[src/rtl/mem_bus_arbiter.sv]
`default_nettype none
// ============================================================================
// Module      : mem_bus_arbiter
// Description : Two-master (instruction cache / data cache) burst arbiter in
//               front of a single memory port. Each grant covers one burst of
//               BEATS words. Every burst end and every abandon returns to IDLE,
//               so one idle bubble always separates two grants.
//               Optional macro ROUND_ROBIN_EN: simultaneous requests alternate
//               with the previous owner. Without it, the data side always wins.
// Revision    : 1.0 - initial release
// ============================================================================
module mem_bus_arbiter #(
    parameter int BEATS = 4,
    parameter int AW    = 32,
    parameter int DW    = 32
) (
    input  logic          clk,
    input  logic          reset,
    input  logic          HRequestI,
    input  logic [AW-1:0] HAddrI,
    input  logic          HRequestM,
    input  logic          HWriteM,
    input  logic [AW-1:0] HAddrM,
    input  logic [DW-1:0] HWDataM,
    input  logic          HReadyMem,
    input  logic [DW-1:0] HRDataMem,
    output logic          HRequest,
    output logic          HWrite,
    output logic [AW-1:0] HAddr,
    output logic [DW-1:0] HWData,
    output logic [DW-1:0] HRData,
    output logic          BusReadyI,
    output logic          BusReadyM,
    output logic          GrantM
);

    localparam int            BW        = (BEATS > 1) ? $clog2(BEATS) : 1;
    localparam logic [BW-1:0] LAST_BEAT = BW'(BEATS - 1);

    typedef enum logic [1:0] {
        IDLE    = 2'd0,
        GRANT_I = 2'd1,
        GRANT_M = 2'd2
    } state_t;

    state_t        state_q, state_d;
    logic [BW-1:0] beat_q,  beat_d;
    logic          last_m_q, last_m_d;

    logic          pick_m;
    logic          owner_req;
    logic          owner_is_m;

    // Decide which side wins when arbitrating out of IDLE
    always_comb begin
`ifdef ROUND_ROBIN_EN
        // On a tie, the side that did not finish the last burst wins
        pick_m = HRequestM & (~HRequestI | ~last_m_q);
`else
        // Data side has fixed priority; last_m_q is tracked but not consulted
        pick_m = HRequestM;
`endif
    end

    // Request line of whichever side currently owns the bus
    always_comb begin
        owner_is_m = (state_q == GRANT_M);
        owner_req  = 1'b0;
        if (state_q == GRANT_M) begin
            owner_req = HRequestM;
        end else if (state_q == GRANT_I) begin
            owner_req = HRequestI;
        end
    end

    // Next-state, beat counter and last-owner computation
    always_comb begin
        state_d  = state_q;
        beat_d   = beat_q;
        last_m_d = last_m_q;
        case (state_q)
            IDLE: begin
                beat_d = '0;
                if (pick_m) begin
                    state_d = GRANT_M;
                end else if (HRequestI) begin
                    state_d = GRANT_I;
                end
            end
            GRANT_I, GRANT_M: begin
                if (!owner_req) begin
                    // Owner walked away: drop the burst, keep fairness history
                    state_d = IDLE;
                    beat_d  = '0;
                end else if (HReadyMem) begin
                    if (beat_q == LAST_BEAT) begin
                        state_d  = IDLE;
                        beat_d   = '0;
                        last_m_d = owner_is_m;
                    end else begin
                        beat_d = beat_q + 1'b1;
                    end
                end
                // HReadyMem low: memory wait state, everything holds
            end
            default: begin
                state_d = IDLE;
                beat_d  = '0;
            end
        endcase
    end

    // Bus-facing outputs, all derived from the registered owner
    always_comb begin
        GrantM    = (state_q == GRANT_M);
        HRequest  = owner_req;
        HAddr     = '0;
        if (state_q == GRANT_M) begin
            HAddr = HAddrM;
        end else if (state_q == GRANT_I) begin
            HAddr = HAddrI;
        end
        HWrite    = (state_q == GRANT_M) & HWriteM;
        HWData    = HWDataM;
        HRData    = HRDataMem;
        BusReadyI = (state_q == GRANT_I) & HRequestI & HReadyMem;
        BusReadyM = (state_q == GRANT_M) & HRequestM & HReadyMem;
    end

    // State registers with asynchronous reset
    always_ff @(posedge clk or posedge reset) begin
        if (reset) begin
            state_q  <= IDLE;
            beat_q   <= '0;
            last_m_q <= 1'b0;
        end else begin
            state_q  <= state_d;
            beat_q   <= beat_d;
            last_m_q <= last_m_d;
        end
    end

endmodule
`default_nettype wire

[config.mk]
export PLATFORM = sky130hd
export DESIGN_NAME = mem_bus_arbiter
export DESIGN_NICKNAME = d
export VERILOG_FILES = /design/src/rtl/mem_bus_arbiter.sv
export SDC_FILE = /design/constraint.sdc
export NUM_CORES = 1
export LEC_CHECK = 0
export ABC_CLOCK_PERIOD_IN_PS = 1800
export CAP_MARGIN = 0
export CORE_AREA = 5 5 88 90
export CTS_BUF_LIST = sky130_fd_sc_hd__clkbuf_8
export DETAILED_ROUTE_END_ITERATION = 8
export DIE_AREA = 0 0 93 95
export GPL_TIMING_DRIVEN = 0
export PLACE_DENSITY_LB_ADDON = 0.1
export SYNTH_ARGS = -nofsm -noshare
export SYNTH_HDL_FRONTEND = slang
export SYNTH_SLANG_ARGS = --single-unit
[constraint.sdc]
create_clock -name clk -period 1.8 [get_ports clk]
set_input_delay 0.36 -clock clk [delete_from_list [all_inputs] [get_ports clk]]
set_output_delay 0.36 -clock clk [all_outputs]
set_load 0.01 [all_outputs]
== Word-level counts from Yosys, hierarchy flattened ==
Index checks and enable logic that the tools add are counted.
Operators by class
  multiplexer cells: 14
  reductions and logical operators: 3
  bitwise gates (word level): 5
  $lt $le $gt $ge: 0
  add/sub/neg operators: 1
  shift operators: 0
  divide/modulo/power cells: 0
  multipliers: 0
  eq/ne operators: 6
Operators by type and width (number)
  2-to-1 mux 32 bit: 2
  2-to-1 mux 2 bit: 9
  inequality test 3 bit, second input constant: 3
  AND 1 bit: 5
  == test 2 bit, second input constant: 2
  one-hot mux 2 bit (2 select lines): 1
  AND reduction 3 bit: 1
  adder 2 x 1 -> 2 bit, second input constant: 1
  == test 2 x 1 -> 1 bit, second input constant: 1
  logical NOT 2 bit: 1
  2-to-1 mux 1 bit: 2
  OR reduction 2 bit: 1
Storage, ports and cells
  memory bits (read-only): 0
  bits of input ports: 134
  bits in writable memories: 0
  latch bits: 0
  flip-flop bits (word level): 4
  memories: 0
  output and inout bits: 101
  logic and storage cells: 31

== Depth between registers and ports, before layout ==
  depth in word-level cells: 5
  depth in mapped cells: 6

== Least setup slack after synthesis ==
No wires, ideal clock.
  kind: reg-to-output
  from: reg state_q[0]
  to: out HAddr[10]
  arrival: 1.382 ns
  cell stages (with the launch flop): 7
  path slack: 0.058 ns
  path buffers: 2
  data required time: 1.440 ns
  path through: dfrtp_1 -> inv_1 -> ha_1 -> buf_2 -> clkbuf_1 -> nand2_1 -> o21ai_0
RTL lines
  start, declared: RTL line 46  | state_t state_q, state_d;
  start signal, assigned: RTL line 137  | state_q <= state_d;
  == test 2 bit
  named net GrantM: RTL line 34  | output logic GrantM
  2-to-1 mux 32 bit: RTL line 118  | if (state_q == GRANT_M) begin
  end, declared: RTL line 29  | output logic [AW-1:0] HAddr,
The timed path passes the listed nets, and every way through them passes these cells.

== Final worst setup path ==
  from: reg state_q[1]
  to: out HRequest
On the way
  word-level cells in the longest chain between the ends: 3
RTL lines
  == test 2 x 1 -> 1 bit
  2-to-1 mux 1 bit: RTL line 71  | end else if (state_q == GRANT_I) begin
  2-to-1 mux 1 bit *: RTL line 69  | if (state_q == GRANT_M) begin
  end, declared: RTL line 27  | output logic HRequest,
Mark *: on every way between the ends. The rest lies on a longest branch, timed or not.

==> results.json <==
{
  "status": "finished with violations",
  "failed_checks": "negative setup slack",
  "drive_above_1_share": 0.468,
  "critPathArrivalTime_ps": 1540,
  "yosysMostFrequentCell": "nand2_1",
  "cp_cell_sequence": "buf_6 > inv_4 > ha_4 > buf_6 > and3b_4 > or2_4 > buf_6",
  "seq_area_frac_synth": 0.0806,
  "cp_max_fo": 4,
  "grt_pass1_vias": 1915,
  "syn_inst": 205,
  "holdBufCountCts": 0,
  "port_buffers": 170,
  "postSynthAreaPerCell_um2": 6.06,
  "insertion_delay_ps": 210,
  "synth_nets": 343,
  "rsz0062_at_grt": "true",
  "cts_buffer_depth": 2,
  "synth_top_flop_cell": "dfrtp_1",
  "path_clk_slew_ps": 30,
  "firstDrtPassIters": 4,
  "final_nets": 544,
  "tritoncts": "done",
  "crit_path_end_kind": "output port",
  "worst_clock_skew_ps": 0.171,
  "core-area_um2": 6980,
  "root_buffer": "clkbuf_8",
  "synth_top_area_frac": 0.387,
  "die_w_um": 93,
  "via_per_inst": 4.00,
  "vdd_ir_drop_max_mv": 0.527,
  "place.gp.congestion": 0.686,
  "chipHeight_um": 95,
  "critPathLaunchType": "register",
  "drv_slew": 0,
  "worst_pin_slew_ps": 229,
  "dieArea_um2": 8840,
  "slowest_delay_ps": 360,
  "antenna_found_initial": 0,
  "netlist_area_um2": 1240,
  "min_period_ps": 1900,
  "ios": 235,
  "dpl_worst_slack_ps": -771,
  "slew_headroom": 0.846,
  "synth_edf_count": 0,
  "hp-class": "primary input to asynchronous set/reset pin",
  "htreeDepth": 1,
  "drc": 0,
  "crit_type": "register to output port",
  "r2r_slack_ps": 90,
  "drt_iter0_markers": 26,
  "dp_cells": 457,
  "hpwlAfterDp_mm": 5.48,
  "synthTopCellsByCount": "nand2_1 (68), buf_4 (64), o21ai_0 (32)",
  "setup_ws_ps": -103,
  "area_growth_pct": 188,
  "cp_common_cell": "buf_6",
  "ant_nets": 0,
  "p_leak_nw": 1.70,
  "hold_viol_final": 0,
  "reg2reg_from": "state_q[1]",
  "cp_num_cells": 7,
  "startpoint": "state_q[1]",
  "crit_end": "HRequest",
  "yosys.area.top_type": "buf_4",
  "grtUsageTotal": 0.140,
  "finalSetupViolCount": 35,
  "n_antenna_cell": 0,
  "cts_buffers": 3,
  "grt_max_degree": 11,
  "wl_mm": 6.99,
  "p_per_area_nw_per_um2": 1010,
  "stdcell_count": 486,
  "synth_area_leaders": "buf_4 (39%), nand2_1 (21%), o21ai_0 (13%)",
  "period_share": 1.06,
  "cap_violations": 0,
  "r2r_end": "state_q[0]",
  "initial_core_util": 0.178,
  "fmax_mhz": 525,
  "vias": 1944,
  "cts.sinks": 4,
  "wl_per_cell_um": 14.4,
  "cp_num_buf_inv": 4,
  "synthDistinctLibCells": 23,
  "rows": 31,
  "synth_warnings": 0,
  "rr_worst_depth": 8,
  "grt-ovfl-total": 0,
  "worstPathRequired_ps": 1440,
  "cpLargestDelayFamily": "simple AND/OR/NAND/NOR gates",
  "async_flop_share": 1.00,
  "synth-seq-cells": 4,
  "slowest_stage": "dfrtp_1",
  "grt_pass1_wl_mm": 10.1
}
[flip-flops by register name (all words and copies together), names as in the netlist]
register / flops
beat_q: 2
state_q: 2
[layer usage]
layer | track usage | vias up | part of all wire
met4 | 0.0220 | 0 | 0.0057
met5 | 0 | - | 0
met3 | 0.0343 | 4 | 0.096
met1 | 0.152 | 834 | 0.35
li1 | - | 997 | -
met2 | 0.278 | 109 | 0.54
[report_power, final]
group	switching, W	internal, W	total [W]
Clock	0.0000424	0.000142	0.000185
Combinational	0.00139	0.00188	0.00327
Sequential	0.0000282	0.000118	0.000146
[through the flow]
| stage | total power [W] | util | hold WS, ps | TNS (ps) | cell area (um2) |
|---|---|---|---|---|---|
| 2_1_floorplan | 0.00114 | - | 126 | 0 | 1240 |
| 3_3_place_gp | 0.00235 | 0.436 | 524 | -22830 | 3050 |
| 3_5_place_dp | 0.00235 | 0.436 | 535 | -23120 | 3050 |
| 4_1_cts | 0.00326 | 0.482 | 318 | -2340 | 3360 |
| 5_1_grt | 0.00390 | 0.512 | 357 | -4550 | 3570 |
| 6_report | 0.00360 | 0.512 | 323 | -2130 | 3570 |
[layout by cell type (no fill, tap or decap), types with 7 or more instances in the layout]
cell             count
o21ai_2             15
clkdlybuf4s50_1    133
nand2_2             19
nand2_1             43
o21ai_1             18
buf_4               77
buf_2               35
buf_8                7
[worst min path at each step]
stage | start | endpoint | slack (ps) | depth (start not counted)
final | reset | state_q[1] | 320 | 2
after global routing | reset | state_q[1] | 360 | 2
after CTS | reset | state_q[0] | 320 | 2
after detailed placement | beat_q[1] | beat_q[1] | 530 | 2
after global placement | beat_q[1] | beat_q[1] | 520 | 2
after floorplan | reset | beat_q[0] | 130 | 1
[what timing repair did]
| item | 4_1_cts | 5_1_grt |
|---|---|---|
| setup endpoints to repair | 37 | 35 |
| cloned | 8 | 2 |
| setup buffers | 13 | 4 |
| gates resized for setup | 251 | 49 |
| pin swaps | 7 | 14 |
[cells by family (layout without fill, tap and decap cells)]
logic type,Yosys count,after routing,share of synthesized area
fa+ha+maj,4,4,0.0403
compound gates,38,38,0.168
flops,4,4,0.0806
simple gates,79,79,0.263
buf+inv,79,278,0.440
mux,1,1,0.00806
[layout make-up]
class,instances,area (um2)
Fill cell,698,3410
Tap cell,82,103
Buffer,74,667
Timing Repair Buffer,197,1870
Sequential cell,4,101
Clock buffer,3,41.3
Inverter,4,17.5
Multi-Input combinational cell,122,774
Power figures use the tool's default switching activity.
